`src/rtl/uart_host_pkg.sv`:
```
// Shared types and constants for the UART host loader.
package uart_host_pkg;

    // Top-level run sequencer states
    typedef enum logic [2:0] {
        ST_IDLE,
        ST_SEND,
        ST_RECV,
        ST_DONE,
        ST_ERROR
    } host_state_t;

    // Receiver frame states
    typedef enum logic [1:0] {
        RX_HUNT,
        RX_START,
        RX_DATA,
        RX_STOP
    } rx_state_t;

    // Start + 8 data + stop
    localparam int FRAME_BITS = 10;

    // Smallest bit period the receiver can still mid-bit sample
    localparam int MIN_CPB = 4;

endpackage

```
`src/rtl/uart_host_rx.sv`:
```
// UART 8N1 receiver: 2-FF synchronizer, falling-edge start detect,
// half-period start re-check, mid-bit data sampling and stop-bit framing check.
module uart_host_rx
    import uart_host_pkg::*;
#(
    parameter int COUNTER_WIDTH = 24
) (
    input  logic                     clk,
    input  logic                     rst_n,
    input  logic                     en,
    input  logic [COUNTER_WIDTH-1:0] cpb,
    input  logic                     rx_in,
    output logic                     byte_valid,
    output logic [7:0]               byte_data,
    output logic                     frame_err,
    output logic                     hunting
);

    localparam logic [COUNTER_WIDTH-1:0] ONE = COUNTER_WIDTH'(1);

    logic                     sync1_q, sync2_q, prev_q;
    rx_state_t                state_q, state_d;
    logic [COUNTER_WIDTH-1:0] tmr_q, tmr_d;
    logic [2:0]               bit_q, bit_d;
    logic [7:0]               shift_q, shift_d;
    logic                     valid_q, valid_d;
    logic [7:0]               data_q, data_d;
    logic                     err_q, err_d;
    logic [COUNTER_WIDTH-1:0] half_w, last_w;
    logic                     fall_w;

    assign half_w = cpb >> 1;
    assign last_w = cpb - ONE;
    // prev_q is only an edge-history tap behind the two metastability stages
    assign fall_w = prev_q & ~sync2_q;

    assign byte_valid = valid_q;
    assign byte_data  = data_q;
    assign frame_err  = err_q;
    assign hunting    = en && ((state_q == RX_HUNT) || (state_q == RX_START));

    // Synchronize the asynchronous line; idles high so reset to 1
    always_ff @(posedge clk or negedge rst_n) begin
        if (!rst_n) begin
            sync1_q <= 1'b1;
            sync2_q <= 1'b1;
            prev_q  <= 1'b1;
        end else begin
            sync1_q <= rx_in;
            sync2_q <= sync1_q;
            prev_q  <= sync2_q;
        end
    end

    // Frame sequencing; forced back to hunting whenever disabled
    always_comb begin
        state_d = state_q;
        tmr_d   = tmr_q + ONE;
        bit_d   = bit_q;
        shift_d = shift_q;
        valid_d = 1'b0;
        data_d  = data_q;
        err_d   = 1'b0;
        if (!en) begin
            state_d = RX_HUNT;
            tmr_d   = '0;
        end else begin
            case (state_q)
                RX_HUNT: begin
                    tmr_d = '0;
                    if (fall_w) begin
                        state_d = RX_START;
                    end
                end
                RX_START: begin
                    if (tmr_q == half_w) begin
                        tmr_d = '0;
                        if (sync2_q) begin
                            state_d = RX_HUNT;  // glitch, not a real start bit
                        end else begin
                            state_d = RX_DATA;
                            bit_d   = 3'd0;
                        end
                    end
                end
                RX_DATA: begin
                    if (tmr_q == last_w) begin
                        tmr_d   = '0;
                        shift_d = {sync2_q, shift_q[7:1]};
                        bit_d   = bit_q + 3'd1;
                        if (bit_q == 3'd7) begin
                            state_d = RX_STOP;
                        end
                    end
                end
                RX_STOP: begin
                    if (tmr_q == last_w) begin
                        tmr_d   = '0;
                        state_d = RX_HUNT;
                        if (sync2_q) begin
                            valid_d = 1'b1;
                            data_d  = shift_q;
                        end else begin
                            err_d = 1'b1;
                        end
                    end
                end
                default: state_d = RX_HUNT;
            endcase
        end
    end

    // Receiver state registers
    always_ff @(posedge clk or negedge rst_n) begin
        if (!rst_n) begin
            state_q <= RX_HUNT;
            tmr_q   <= '0;
            bit_q   <= '0;
            shift_q <= '0;
            valid_q <= 1'b0;
            data_q  <= '0;
            err_q   <= 1'b0;
        end else begin
            state_q <= state_d;
            tmr_q   <= tmr_d;
            bit_q   <= bit_d;
            shift_q <= shift_d;
            valid_q <= valid_d;
            data_q  <= data_d;
            err_q   <= err_d;
        end
    end

endmodule

```
`src/rtl/uart_host_loader.sv`:
```
// UART host loader: sends an IMEM image as 8N1 frames on tx_out, then collects
// DMEM_BYTES dump bytes from rx_in. Optional feature macro UART_HOST_CSUM_EN adds
// an 8-bit running sum of the dump bytes on output csum.
module uart_host_loader
    import uart_host_pkg::*;
#(
    parameter int COUNTER_WIDTH = 24,
    parameter int IMEM_BYTES    = 64,
    parameter int DMEM_BYTES    = 64,
    parameter int TIMEOUT_BITS  = 1024
) (
    input  logic                     clk,
    input  logic                     rst_n,
    input  logic [COUNTER_WIDTH-1:0] cycles_per_bit,
    input  logic                     start,
    input  logic                     img_valid,
    input  logic [7:0]               img_data,
    output logic                     img_ready,
    output logic                     tx_out,
    input  logic                     rx_in,
    output logic                     dump_valid,
    output logic [7:0]               dump_data,
    output logic                     busy,
    output logic                     done,
    output logic                     error
`ifdef UART_HOST_CSUM_EN
    ,
    output logic [7:0]               csum
`endif
);

    localparam int SENT_W = $clog2(IMEM_BYTES + 1);
    localparam int RECV_W = $clog2(DMEM_BYTES + 1);
    localparam int TO_W   = $clog2(TIMEOUT_BITS + 1);

    localparam logic [COUNTER_WIDTH-1:0] ONE         = COUNTER_WIDTH'(1);
    localparam logic [COUNTER_WIDTH-1:0] CPB_MIN     = COUNTER_WIDTH'(MIN_CPB);
    localparam logic [SENT_W-1:0]        SENT_MAX    = SENT_W'(IMEM_BYTES);
    localparam logic [RECV_W-1:0]        RECV_LAST   = RECV_W'(DMEM_BYTES - 1);
    localparam logic [TO_W-1:0]          TO_LAST     = TO_W'(TIMEOUT_BITS - 1);
    localparam logic [3:0]               TX_LAST_BIT = 4'(FRAME_BITS - 1);

    host_state_t              state_q, state_d;
    logic [COUNTER_WIDTH-1:0] cpb_q, cpb_d;
    logic [SENT_W-1:0]        sent_q, sent_d;
    logic [RECV_W-1:0]        recv_q, recv_d;
    logic [COUNTER_WIDTH-1:0] to_cyc_q, to_cyc_d;
    logic [TO_W-1:0]          to_bits_q, to_bits_d;
    logic                     tx_q, tx_d;
    logic                     tx_active_q, tx_active_d;
    logic [3:0]               tx_bit_q, tx_bit_d;
    logic [COUNTER_WIDTH-1:0] tx_tmr_q, tx_tmr_d;
    logic [8:0]               tx_shift_q, tx_shift_d;
    logic                     busy_q, busy_d;
    logic                     done_q, done_d;
    logic                     error_q, error_d;
`ifdef UART_HOST_CSUM_EN
    logic [7:0]               csum_q, csum_d;
`endif

    logic [COUNTER_WIDTH-1:0] cpb_last;
    logic                     tx_last;
    logic                     rx_en, rx_valid, rx_err, rx_hunting;
    logic [7:0]               rx_data;

    assign cpb_last = cpb_q - ONE;
    // Final cycle of a stop bit counts as free so the next start bit follows with no gap
    assign tx_last  = tx_active_q && (tx_bit_q == TX_LAST_BIT) && (tx_tmr_q == cpb_last);
    assign img_ready = (state_q == ST_SEND) && (!tx_active_q || tx_last) && (sent_q < SENT_MAX);
    assign rx_en    = (state_q == ST_RECV);

    assign tx_out     = tx_q;
    assign busy       = busy_q;
    assign done       = done_q;
    assign error      = error_q;
    assign dump_valid = rx_valid;
    assign dump_data  = rx_data;
`ifdef UART_HOST_CSUM_EN
    assign csum       = csum_q;
`endif

    uart_host_rx #(
        .COUNTER_WIDTH(COUNTER_WIDTH)
    ) u_rx (
        .clk       (clk),
        .rst_n     (rst_n),
        .en        (rx_en),
        .cpb       (cpb_q),
        .rx_in     (rx_in),
        .byte_valid(rx_valid),
        .byte_data (rx_data),
        .frame_err (rx_err),
        .hunting   (rx_hunting)
    );

    // Next-state logic for the run sequencer, TX serializer and timers
    always_comb begin
        state_d     = state_q;
        cpb_d       = cpb_q;
        sent_d      = sent_q;
        recv_d      = recv_q;
        to_cyc_d    = to_cyc_q;
        to_bits_d   = to_bits_q;
        tx_d        = tx_q;
        tx_active_d = tx_active_q;
        tx_bit_d    = tx_bit_q;
        tx_tmr_d    = tx_tmr_q;
        tx_shift_d  = tx_shift_q;
        error_d     = error_q;
`ifdef UART_HOST_CSUM_EN
        csum_d      = csum_q;
`endif

        // Serializer: hold each bit cpb cycles, shift the next one out at the boundary
        if (tx_active_q) begin
            if (tx_tmr_q == cpb_last) begin
                tx_tmr_d = '0;
                if (tx_bit_q == TX_LAST_BIT) begin
                    tx_active_d = 1'b0;
                end else begin
                    tx_bit_d   = tx_bit_q + 4'd1;
                    tx_d       = tx_shift_q[0];
                    tx_shift_d = {1'b1, tx_shift_q[8:1]};
                end
            end else begin
                tx_tmr_d = tx_tmr_q + ONE;
            end
        end

        // Image handshake: start bit goes out next cycle, data then stop queued behind it
        if (img_ready && img_valid) begin
            tx_active_d = 1'b1;
            tx_bit_d    = 4'd0;
            tx_tmr_d    = '0;
            tx_d        = 1'b0;
            tx_shift_d  = {1'b1, img_data};
            sent_d      = sent_q + SENT_W'(1);
        end

        case (state_q)
            ST_IDLE: begin
                if (start) begin
                    if (cycles_per_bit < CPB_MIN) begin
                        error_d = 1'b1;
                    end else begin
                        state_d     = ST_SEND;
                        cpb_d       = cycles_per_bit;
                        error_d     = 1'b0;
                        sent_d      = '0;
                        recv_d      = '0;
                        to_cyc_d    = '0;
                        to_bits_d   = '0;
                        tx_active_d = 1'b0;
                        tx_d        = 1'b1;
`ifdef UART_HOST_CSUM_EN
                        csum_d      = '0;
`endif
                    end
                end
            end
            ST_SEND: begin
                if (tx_last && (sent_q == SENT_MAX)) begin
                    state_d = ST_RECV;
                end
            end
            ST_RECV: begin
                // Inter-byte timer only runs while no frame is being assembled
                if (rx_hunting) begin
                    if (to_cyc_q == cpb_last) begin
                        to_cyc_d  = '0;
                        to_bits_d = to_bits_q + TO_W'(1);
                    end else begin
                        to_cyc_d = to_cyc_q + ONE;
                    end
                end else begin
                    to_cyc_d  = '0;
                    to_bits_d = '0;
                end
                if (rx_err) begin
                    state_d = ST_ERROR;
                    error_d = 1'b1;
                end else if (rx_valid) begin
                    recv_d = recv_q + RECV_W'(1);
`ifdef UART_HOST_CSUM_EN
                    csum_d = csum_q + rx_data;
`endif
                    if (recv_q == RECV_LAST) begin
                        state_d = ST_DONE;
                    end
                end else if (rx_hunting && (to_cyc_q == cpb_last) && (to_bits_q == TO_LAST)) begin
                    state_d = ST_ERROR;
                    error_d = 1'b1;
                end
            end
            ST_DONE:  state_d = ST_IDLE;
            ST_ERROR: state_d = ST_IDLE;
            default:  state_d = ST_IDLE;
        endcase

        busy_d = (state_d != ST_IDLE);
        done_d = (state_d == ST_DONE);
    end

    // Sequencer, serializer and registered outputs; reset drives tx_out high at once
    always_ff @(posedge clk or negedge rst_n) begin
        if (!rst_n) begin
            state_q     <= ST_IDLE;
            cpb_q       <= '0;
            sent_q      <= '0;
            recv_q      <= '0;
            to_cyc_q    <= '0;
            to_bits_q   <= '0;
            tx_q        <= 1'b1;
            tx_active_q <= 1'b0;
            tx_bit_q    <= '0;
            tx_tmr_q    <= '0;
            tx_shift_q  <= '0;
            busy_q      <= 1'b0;
            done_q      <= 1'b0;
            error_q     <= 1'b0;
`ifdef UART_HOST_CSUM_EN
            csum_q      <= '0;
`endif
        end else begin
            state_q     <= state_d;
            cpb_q       <= cpb_d;
            sent_q      <= sent_d;
            recv_q      <= recv_d;
            to_cyc_q    <= to_cyc_d;
            to_bits_q   <= to_bits_d;
            tx_q        <= tx_d;
            tx_active_q <= tx_active_d;
            tx_bit_q    <= tx_bit_d;
            tx_tmr_q    <= tx_tmr_d;
            tx_shift_q  <= tx_shift_d;
            busy_q      <= busy_d;
            done_q      <= done_d;
            error_q     <= error_d;
`ifdef UART_HOST_CSUM_EN
            csum_q      <= csum_d;
`endif
        end
    end

endmodule
```
`config.mk`:
```
export PLATFORM = sky130hd
export DESIGN_NAME = uart_host_loader
export DESIGN_NICKNAME = d
export VERILOG_FILES = /design/src/rtl/uart_host_pkg.sv /design/src/rtl/uart_host_rx.sv /design/src/rtl/uart_host_loader.sv
export SDC_FILE = /design/constraint.sdc
export NUM_CORES = 1
export LEC_CHECK = 0
export BUFFER_PORTS_ARGS = -buffer_cell sky130_fd_sc_hd__buf_2
export CAP_MARGIN = 20
export CORE_ASPECT_RATIO = 0.75
export CORE_UTILIZATION = 55
export DETAILED_ROUTE_END_ITERATION = 7
export PLACE_DENSITY = 0.71
export SETUP_SLACK_MARGIN = 0.5
export SLEW_MARGIN = 20
export SYNTH_ARGS = -nofsm -noshare
export SYNTH_HDL_FRONTEND = slang
export SYNTH_SLANG_ARGS = --single-unit
```
`constraint.sdc`:
```
create_clock -name clk -period 4.3 [get_ports clk]
set_input_delay 0.86 -clock clk [delete_from_list [all_inputs] [get_ports clk]]
set_output_delay 0.86 -clock clk [all_outputs]
set_load 0.01 [all_outputs]
```
**Word-level counts from Yosys, hierarchy flattened**

Cells that the tools add are included.

- Reduce and logical (&&, ||, !) cells: 30
- Muxes and demuxes: 82
- Add/sub/neg operators: 9
- Magnitude comparators: 2
- Equality and inequality tests: 31
- Bitwise logic cells: 3

Operators by type and width:

| operator | count |
|---|---|
| $mux W24 | 10 |
| $add A24 B1 Y24 const B | 3 |
| $eq A24 B24 Y1 | 3 |
| $pmux W24 S3 | 1 |
| $mux W7 | 8 |
| $pmux W24 S2 | 1 |
| $mux W11 | 4 |
| $mux W9 | 4 |
| $mux W3 | 10 |
| $mux W1 | 27 |
| $eq A24 B23 Y1 | 1 |
| $lt A24 B3 Y1 const B | 1 |
| $ne A3 B3 Y1 const B | 8 |
| $sub A24 B1 Y24 const B | 1 |
| $pmux W11 S2 | 1 |
| $mux W4 | 4 |
| $reduce_and A5 Y1 | 3 |
| $add A7 B1 Y7 const B | 2 |
| $mux W2 | 7 |
| $pmux W7 S2 | 1 |
| $ne A2 B2 Y1 const B | 6 |
| $reduce_and A3 Y1 | 4 |
| $reduce_and A4 Y1 | 3 |
| $add A11 B1 Y11 const B | 1 |
| other kinds (27) | 43 |

- Output and inout bits: 14
- Bits in registers: 168
- Bits of input ports: 37

**Logic depth before layout (Yosys ltp)**

Gate-level depths: netlist of run 1.

- Depth in word-level cells: 11
- Gate-level depth with buffers: 15
- Depth with buffers taken out: 11

**By module**

Synthesis of run 1 repeated with hierarchy kept, for this count alone.

- Cells, all modules: 1239
- Area total of the unflattened synthesis: 11140.7 um^2

Modules (own cells, without submodules):

| module | area an instance (um^2) | times used | sequential area each (um^2) | cells each |
|---|---|---|---|---|
| uart_host_loader | 7425.9 | 1 | 2954.1 | 828 |
| uart_host_rx | 3714.8 | 1 | 1255.0 | 411 |

**Worst setup path after synthesis of run 1**

No wires, ideal clock.

- Kind: register -> output
- Start: register cpb_q[0]
- End: output img_ready
- Setup slack: 152 ps
- Arrival: 3288 ps
- Stages on the path, launching flop included: 15
- Path through: dfrtp_1 buf_2 inv_1 ha_1 nor3b_2 buf_2 a41oi_1 a2111oi_0 o2111ai_1 nor4_1 nand2_1 or2_1 buf_2 o21a_1 nor3_1

- Cells in the longest elaborated chain, start to end: 6

RTL lines:

| what | line | text |
|---|---|---|
| from (decl) | uart_host_loader.sv:44 | `logic [COUNTER_WIDTH-1:0] cpb_q, cpb_d;` |
| from (signal assigned) | uart_host_loader.sv:226 | `cpb_q <= cpb_d;` |
| $sub A24 B1 Y24 | uart_host_loader.sv:66 | `assign cpb_last = cpb_q - ONE;` |
| $eq A24 B24 Y1 | uart_host_loader.sv:68 | `assign tx_last = tx_active_q && (tx_bit_q == TX_LAST_BIT) && (tx_tmr_q == cpb_last);` |
| $logic_and A1 B1 Y1 | uart_host_loader.sv:68 |  |
| $logic_or A1 B1 Y1 | uart_host_loader.sv:69 | `assign img_ready = (state_q == ST_SEND) && (!tx_active_q \|\| tx_last) && (sent_q < SENT_MAX);` |
| $logic_and A1 B1 Y1 (2 in a row) | uart_host_loader.sv:69 |  |
| to (decl) | uart_host_loader.sv:18 | `output logic img_ready,` |

Every way passes these cells.

**Final worst setup path of run 1**

- Start: register cpb_q[1]
- End: output img_ready

Same word-level chain as after synthesis.

==> results of run 1 <==
## per-layer routing
layer | global-route usage | routed length [µm] | part of all wire | vias to the layer above
li1 | - | - | - | 4357
met1 | 0.461 | 13800 | 0.47 | 4552
met5 | 0 | 0 | 0 | -
met3 | 0.0539 | 2650 | 0.090 | 39
met4 | 0.0740 | 409 | 0.014 | 0
met2 | 0.418 | 12500 | 0.43 | 435
## final timing paths
kind                       slack [ns]              startpoint  cells after the start                       endpoint
max                            -0.007    cpb_q[1]$_DFFE_PN0P_                     13                      img_ready
min                              0.36  u_rx.sync1_q$_DFF_PN1_                      0         u_rx.sync2_q$_DFF_PN1_
max reg2reg                      0.63    cpb_q[4]$_DFFE_PN0P_                     10  u_rx.byte_data[0]$_DFFE_PN0P_
min reg2reg                      0.36  u_rx.sync1_q$_DFF_PN1_                      0         u_rx.sync2_q$_DFF_PN1_
max in group asynchronous        2.91                   rst_n                      2               tx_out$_DFF_PN1_
min in group asynchronous        0.47                   rst_n                      1        to_cyc_q[4]$_DFFE_PN0P_
## flip-flops by register name, summed over array words and instances, names as in the netlist, 2 cells and up
name	flops
u_rx.shift_q	8
to_bits_q	11
u_rx.tmr_q	24
state_q	3
tx_bit_q	4
u_rx.byte_data	8
cpb_q	24
to_cyc_q	24
tx_tmr_q	24
u_rx.state_q	2
u_rx.bit_q	3
tx_shift_q	9
sent_q	7
recv_q	7
## layout make-up
class	instances	area (µm²)
multi-input combinational	942	6420
fill	1584	6930
tap	253	317
timing repair buffer	111	727
sequential	168	4220
inverter	28	105
clock buffer	19	453
clock inverter	13	204
## power by group
group	internal [mW]	total [mW]	switching, mW
sequential	1.65	1.76	0.106
clock	1.02	1.72	0.695
combinational	0.220	0.495	0.275
## repair_timing
item                       CTS  global route
setup buffers                5             8
hold buffers                 0             0
resized for setup           11            23
pin swaps                    7            16
setup endpoints to repair    9            37
## worst max-delay path, delay by kind of cell, from the launching register on
family                   cells  cell delay [ns]
buffers and inverters        3             0.50
AND/OR/NAND/NOR              4             0.82
flip-flops                   1             0.44
AO/OA/AOI/OAI                5             1.11
adder cells (fa/ha/maj)      1             0.15
## logic make-up after synthesis
group | after synthesis | synth area share
mux | 37 | 0.0388
buf+inv | 113 | 0.0432
simple gates | 571 | 0.273
fa+ha+maj | 12 | 0.0137
compound gates | 160 | 0.0978
xor+xnor | 162 | 0.148
flops | 168 | 0.385
## synthesized netlist by cell type (4+ instances only)
| master | count |
|---|---|
| ha_1 | 12 |
| mux2i_1 | 18 |
| o2111ai_1 | 5 |
| o21a_1 | 5 |
| mux2_2 | 11 |
| nand4_1 | 42 |
| nor4_1 | 22 |
| nor3_1 | 27 |
| nand3b_1 | 5 |
| a31oi_1 | 5 |
| nor4_2 | 4 |
| o21ai_0 | 51 |
| or3_1 | 11 |
| clkbuf_1 | 54 |
| dfrtp_1 | 164 |
| nand4b_1 | 4 |
| a21o_1 | 8 |
| buf_2 | 14 |
| and4_1 | 9 |
| mux2_4 | 8 |
| buf_1 | 12 |
| o211ai_1 | 4 |
| a21oi_1 | 28 |
| dfstp_2 | 4 |
| nand3_1 | 55 |
| or4_1 | 14 |
| a211oi_1 | 7 |
| nand2_1 | 151 |
| nor2b_1 | 10 |
| nor3b_1 | 14 |
| inv_1 | 28 |
| and3_1 | 19 |
| o21ai_1 | 5 |
| xnor2_1 | 78 |
| or2_2 | 8 |
| nor2_1 | 132 |
| xnor3_1 | 13 |
| and2_1 | 8 |
| xor2_1 | 70 |
| nand2b_1 | 12 |
## per-stage QoR
| step | instances | setup WS, ns | setup TNS, ns | utilization | total power [mW] |
|---|---|---|---|---|---|
| after global routing | 1534 | -0.150 | -0.150 | 0.642 | 4.11 |
| after global placement | 1489 | 0.278 | 0 | 0.596 | 2.24 |
| after CTS | 1526 | -0.0483 | -0.0483 | 0.634 | 3.97 |
| after floorplan | 1223 | 0.407 | 0 | - | 2.08 |
| after detailed placement | 1489 | 0.189 | 0 | 0.596 | 2.25 |
| final | 1534 | -0.00699 | -0.00699 | 0.642 | 3.97 |
==> results_dict.tcl, run 1 <==
set metrics [dict create \
    drive_gt1_frac 0.185 \
    max_freq_mhz 232 \
    yosysTopAreaCellShare 0.376 \
    cap_violations 0 \
    grt_overflow 0 \
    clock_sinks 168 \
    synth-seq-cells 168 \
    finish.instance_area_mm2 0.0124 \
    dpl_cell_area_mm2 0.0116 \
    grt_pass1_vias 8440 \
    clock-root-buffer "clkbuf_16" \
    netlist_area_mm2 0.0109 \
    grt_pass1_wl_mm 46.1 \
    path_max_fanout 11 \
    drt.antenna.violating_nets 0 \
    clk_pin_slew_worst_paths_ns 0.08 \
    routed_wirelength_mm 29.4 \
    crit_required_ns 3.44 \
    ir_drop_v 0.000227 \
    grt_max_degree 89 \
    dp.final_hpwl_mm 21.3 \
    port_buffers 50 \
    diodes 0 \
    fin_crit_ns 4.31 \
    clk_latency_ns 0.44 \
    rsz0062_at_grt "yes" \
    worst_pin_slew_ns 0.821 \
    grt_use_total 0.296 \
    vias 9383 \
    avgSynthCellArea_um2 8.93 \
    violations "negative setup slack" \
    max-slew-margin-rel 0.451 \
    area_growth_pct 13.9 \
    vias_per_cell 6.12 \
    status "complete, but fails checks" \
    dr.pass1.iters 6 \
    setup_violations 1 \
    synth.distinct_cells 83 \
    final_nets 1317 \
    cts_htree_levels 4 \
    drt_iter0_drc 1156 \
    yosys_warnings 0 \
    timing.hold.ws_ns 0.358 \
    hold_class "register to register" \
    finalHoldViolCount 0 \
    boundaryPins 51 \
    mostFrequentLayoutCells "dfrtp_1 (159), nand2_1 (151), nor2_1 (129)" \
    fin_crit_sh 1.00 \
    dieArea_mm2 0.0204 \
    finClkSkew_ns 0.0139 \
    synth_cells 1223 \
    crit_chain "inv_2 -> ha_4 -> nor3b_4 -> buf_4 -> a21oi_1 -> o21a_1 -> o32ai_2 -> o2111a_2 -> nand2_1 -> or2_1 -> o21a_1 -> nor3_2 -> buf_2" \
    core-area_mm2 0.0194 \
    ys.flop_type "dfrtp_1" \
    cts_buffers 17 \
    post_drt_wl_per_cell_um 19.1 \
    drc 0 \
    cts_tree "done" \
    fp.dieH_um 124 \
    start_util 0.564 \
    antenna_found_initial 0 \
    critPathSlowestCell "dfrtp_2" \
    netlist.top_cell.by_area "dfrtp_1" \
    final_common_cell "dfrtp_1" \
    arrival_ns 3.45 \
    place_congestion 0.998 \
    row_count 44 \
    max_stage_delay_ns 0.44 \
    crit_top_cell "o21a_1" \
    worst_slack_ns -0.00699 \
    clock_path_buffers 2 \
    cp-end-kind "output pin" \
    report.final.slew_viol_count 0 \
    ys_top_cells_by_area "dfrtp_1 (38%), xnor2_1 (6.3%), xor2_1 (5.6%), nand2_1 (5.2%), nor2_1 (4.5%)" \
    die_w_um 165 \
    seq_area_frac_synth 0.385 \
    cp-start-kind "register" \
    synth_nets 1272 \
    synth_async_sr_flop_share 1.00 \
    p_leak_nw 5.35 \
    synth-edff-count 0 \
    critPathKind "register to output pin" \
    pwr_density_cell_mw_per_mm2 319 \
]
Note: power is estimated with default switching activity, not from simulation.
==> run 2, diff against run 1 <==
PLACE_DENSITY = 0.73   (was 0.71)
clock period = 3.5 ns   (was 4.3 ns; I/O delays follow)
==> run 2 against run 1 <==
Clock power is 13% higher. Worst setup slack worse by 0.62 ns. Via count is 11% higher. The run still ends with negative setup slack left. Sequential power is 23% higher. Sequential share of layout area is 5.3 points lower. Highest routed layer unchanged. Critical path depth stayed put. Combinational power is 56% higher. Design area is 19% higher. Largest power group unchanged. Wire length is 23% higher. Critical endpoint unchanged. Core utilization is 12 points higher. Largest cell class unchanged. Total power is 23% higher.
==> results_dict.tcl, run 2 (synthesis gave the netlist of run 1 again) <==
set metrics [dict create \
    cap_violations 0 \
    setup_violations 74 \
    grt_pass1_vias 9581 \
    worst_slack_ns -0.625 \
    violations "negative setup slack" \
    cp_top_family "simple AND/OR/NAND/NOR gates" \
    critPathKind "register to output pin" \
    max_stage_delay_ns 0.44 \
    fin_util 0.762 \
    dp_cells 1577 \
    mostFrequentLayoutCells "dfrtp_1 (160), buf_4 (146), nand2_1 (145)" \
    hold_class "primary input to asynchronous set/reset pin" \
    path_max_fanout 4 \
    power_mw 4.89 \
    crit_required_ns 2.80 \
    finish.instance_area_mm2 0.0148 \
    post_drt_wl_per_cell_um 21.3 \
    core-area_mm2 0.0194 \
    row_count 44 \
    r2r-start "cpb_q[7]$_DFFE_PN0P_" \
    cts_tree "done" \
    cp-start-kind "register" \
    vias_per_cell 6.18 \
    fillers 1293 \
    report.final.slew_viol_count 0 \
    finClkSkew_ns 0.0130 \
    clk_latency_ns 0.45 \
    grt_pass1_wl_mm 52.7 \
    vias 10400 \
    crit_start "cpb_q[7]$_DFFE_PN0P_" \
    dieArea_mm2 0.0204 \
    diodes 0 \
    max_freq_mhz 242 \
    worst_pin_slew_ns 0.791 \
    register_area_mm2 0.00421 \
    cts_buffers 17 \
    ir_drop_v 0.000356 \
    boundaryPins 51 \
    status "complete, but fails checks" \
    routed_wirelength_mm 36.0 \
    max-slew-margin-rel 0.472 \
    clock_path_buffers 2 \
    place_congestion 0.974 \
    r2r_setup_slack_ns -0.58 \
    crit_chain "buf_6 -> nor4_4 -> buf_4 -> buf_6 -> nand4_4 -> buf_4 -> or3_4 -> a32oi_2 -> nand4_2 -> or2_4 -> o21a_1 -> nor3_2 -> buf_2" \
    drt_iter0_drc 1258 \
    final_common_cell "dfrtp_1" \
    dp.final_hpwl_mm 22.9 \
    area_growth_pct 35.2 \
    path_buf_inv 5 \
    dr.pass1.iters 6 \
    cts_htree_levels 4 \
    die_w_um 165 \
    rsz0062_at_grt "yes" \
    critPathSlowestCell "dfrtp_2" \
    setup_tns_ns -16.62 \
    drc 0 \
    final_nets 1470 \
    drive_gt1_frac 0.352 \
    grt_overflow 0 \
    stdcell_count 1687 \
    fin_crit_ns 4.13 \
    fin_crit_sh 1.18 \
    fp.dieH_um 124 \
    drt.antenna.violating_nets 0 \
    antenna_found_initial 0 \
    grt_use_total 0.340 \
    arrival_ns 3.43 \
    start_util 0.564 \
    pwr_density_cell_mw_per_mm2 331 \
    dpl_cell_area_mm2 0.0123 \
    p_leak_nw 6.31 \
    clk_pin_slew_worst_paths_ns 0.08 \
    cp-end-kind "output pin" \
    multi_input_area_mm2 0.00722 \
    finalHoldViolCount 0 \
    clock-root-buffer "clkbuf_16" \
    port_buffers 50 \
    clock_sinks 168 \
    grt_max_degree 81 \
]
[run 2: metrics by stage]
step | worst slack, ns | hold WS (ns)
5_1_grt | -0.742 | 0.343
6_report | -0.625 | 0.325
2_1_floorplan | -0.228 | 0.345
3_5_place_dp | -0.301 | 0.352
4_1_cts | -0.525 | 0.348
3_3_place_gp | -0.267 | 0.347
[run 2: layout make-up]
cell class              instances  share of cell area
multi-input cells             942               0.489
clock buffers                  17              0.0288
inverters                      28             0.00729
flip-flops and latches        168               0.285
repair buffers                264               0.156
clock inverters                15              0.0119
well taps                     253              0.0214
[run 2: worst paths after layout]
path,to,cells after the start
max,img_ready,13
min,tx_tmr_q[3]$_DFFE_PN0P_,1
max reg2reg,tx_shift_q[2]$_DFFE_PN0P_,24
min reg2reg,u_rx.sync2_q$_DFF_PN1_,0
max in group asynchronous,u_rx.prev_q$_DFF_PN1_,2
min in group clk,u_rx.sync1_q$_DFF_PN1_,1
[run 2: report_power, final]
part / switching [mW] / leakage [nW] / internal [mW] / total (mW)
registers: 0.138 / 2.20 / 2.03 / 2.17
clock network: 0.982 / 0.294 / 0.966 / 1.95
logic: 0.405 / 3.82 / 0.367 / 0.772
total: 1.52 / 6.31 / 3.36 / 4.89
[run 2: what timing repair did]
action	4_1_cts	5_1_grt
gates resized for setup	141	151
hold buffers	0	0
gates cloned	5	6
pin swaps	22	87
endpoints found under the setup margin	130	133
setup buffers	28	39
[run 2: per-layer routing]
metal	wire length, µm	track usage	share of wire	vias to the layer above
met4	886	0.0883	0.025	0
met1	15700	0.494	0.44	5073
li1	-	-	-	4675
met3	3190	0.0633	0.089	100
met2	16200	0.522	0.45	583
met5	0	0	0	-
==> run 3, diff against run 2 <==
BUFFER_PORTS_ARGS = -buffer_cell sky130_fd_sc_hd__clkbuf_2   (was -buffer_cell sky130_fd_sc_hd__buf_2)
==> run 3 against run 2 <==
The run still ends with negative setup slack left. Global-route usage is 0.054 points lower. Combinational power is 1% higher. Register-to-register slack better by 0.47 ns. Sequential cell count stayed put. Total power is 1.2% lower. Wire length is 4.1% lower. Critical path type unchanged. Highest routed layer unchanged.
==> results_dict.tcl, run 3 (synthesis gave the netlist of run 1 again) <==
set metrics [dict create \
    hold_class "primary input to asynchronous set/reset pin" \
    dp.final_hpwl_mm 22.5 \
    final_common_cell "dfrtp_1" \
    clock_path_buffers 2 \
    worst_slack_ns -0.642 \
    cts_buffers 17 \
    drc 0 \
    vias 10300 \
    cts_htree_levels 4 \
    vias_per_cell 6.11 \
    finClkSkew_ns 0.0183 \
    critPathKind "register to output pin" \
    p_leak_nw 6.33 \
    critPathSlowestCell "or4_4" \
    timing.hold.ws_ns 0.250 \
    row_count 44 \
    area_growth_pct 35.1 \
    clock_sinks 168 \
    port_buffers 50 \
    report.final.slew_viol_count 0 \
    mostFrequentLayoutCells "dfrtp_1 (161), buf_4 (153), nand2_1 (146)" \
    fin_util 0.761 \
    die_w_um 165 \
    final_nets 1464 \
    path_max_fanout 4 \
    rsz0062_at_grt "yes" \
    place_congestion 0.954 \
    dieArea_mm2 0.0204 \
    cp-end-kind "output pin" \
    grt_pass1_wl_mm 52.2 \
    clock-root-buffer "clkbuf_16" \
    diodes 0 \
    pre_cts_slack_ns -0.278 \
    routed_wirelength_mm 34.5 \
    crit_required_ns 2.80 \
    cp-start-kind "register" \
    fp.dieH_um 124 \
    dr.pass1.iters 6 \
    cap_violations 0 \
    drt.antenna.violating_nets 0 \
    max_stage_delay_ns 0.55 \
    drive_gt1_frac 0.340 \
    setup_violations 22 \
    clk_pin_slew_worst_paths_ns 0.07 \
    cts_hold_buf 0 \
    boundaryPins 51 \
    core-area_mm2 0.0194 \
    cts_tree "done" \
    arrival_ns 3.44 \
    ir_drop_v 0.000273 \
    max-slew-margin-rel 0.424 \
    worst_pin_slew_ns 0.862 \
    start_util 0.564 \
    grt_overflow 0 \
    pwr_density_cell_mw_per_mm2 327 \
    post_drt_wl_per_cell_um 20.5 \
    fin_crit_sh 1.18 \
    status "complete, but fails checks" \
    finalHoldViolCount 0 \
    grt_use_total 0.340 \
    crit_chain "or4_4 -> or4_4 -> nor4_4 -> xnor2_2 -> o221a_2 -> nand4_2 -> or2_1 -> o21a_1 -> nor3_2 -> buf_2" \
    grt_pass1_vias 9409 \
    grt_max_degree 74 \
    violations "negative setup slack" \
    clk_latency_ns 0.45 \
    fin_crit_ns 4.14 \
    drt_iter0_drc 1021 \
    antenna_found_initial 0 \
    crit_top_cell "or4_4" \
    max_freq_mhz 241 \
]
-- run 3: cell count changes in the layout (fill, tap and decap cells not counted), sizes merged --
cell	before	now
clkbuf	21	70
clkinv	8	6
nor3b	15	16
buf	260	205
inv	35	36
-- run 3: what timing repair did --
item / in CTS / in global routing
gates cloned: 10 / 2
gates resized for setup: 179 / 100
pin swaps: 36 / 37
buffers inserted: 32 / 21
endpoints found under the setup margin: 130 / 133
-- run 3: through the flow --
| stage | cell area, µm² | instances | power, mW | TNS, ns |
|---|---|---|---|---|
| floorplan | 11100 | 1223 | 2.57 | -0.228 |
| global placement | 12400 | 1584 | 2.84 | -0.526 |
| detailed placement | 12400 | 1584 | 2.85 | -1.06 |
| CTS | 14100 | 1658 | 4.77 | -0.820 |
| global route | 14800 | 1681 | 4.99 | -5.31 |
| finish | 14800 | 1681 | 4.83 | -1.77 |
-- run 3: path summary, 6_finish.rpt --
kind,slack (ns),end,cells past startpoint,startpoint
min in group clk,0.33,u_rx.sync1_q$_DFF_PN1_,1,rx_in
max,-0.64,img_ready,10,cpb_q[15]$_DFFE_PN0P_
min,0.25,cpb_q[7]$_DFFE_PN0P_,1,rst_n
max in group asynchronous,2.36,tx_out$_DFF_PN1_,2,rst_n
max reg2reg,-0.11,u_rx.byte_data[7]$_DFFE_PN0P_,13,cpb_q[15]$_DFFE_PN0P_
min reg2reg,0.36,u_rx.sync2_q$_DFF_PN1_,0,u_rx.sync1_q$_DFF_PN1_
-- run 3: cell type report --
cell class                      count  area (µm²)
Tap cell                          253         317
Inverter                           28         108
Multi-Input combinational cell    943        7270
Clock inverter                     14         150
Clock buffer                       18         429
Fill cell                        1265        4620
Sequential cell                   168        4210
Timing Repair Buffer              257        2270
-- run 3: per-layer routing --
layer | GRT usage | vias up | routed length, µm
met3 | 0.0829 | 67 | 3120
met5 | 0 | - | 0
li1 | - | 4677 | -
met4 | 0.0900 | 0 | 639
met2 | 0.508 | 511 | 15500
met1 | 0.491 | 5018 | 15200
-- run 3: worst max-delay path, delay by kind of cell (launching register included) --
family                    cells  cell delay (ns)
xor gates and xnor gates      1             0.17
DFF                           1             0.39
AOI/OAI and AO/OA             2             0.45
buffers and inverters         1             0.16
and+or+nand+nor               6             1.83
-- run 3: where the power goes --
group          leakage (nW)  internal, mW  switching, mW
clock network         0.285         0.955          0.934
registers              2.20          2.03          0.128
logic                  3.85         0.370          0.411
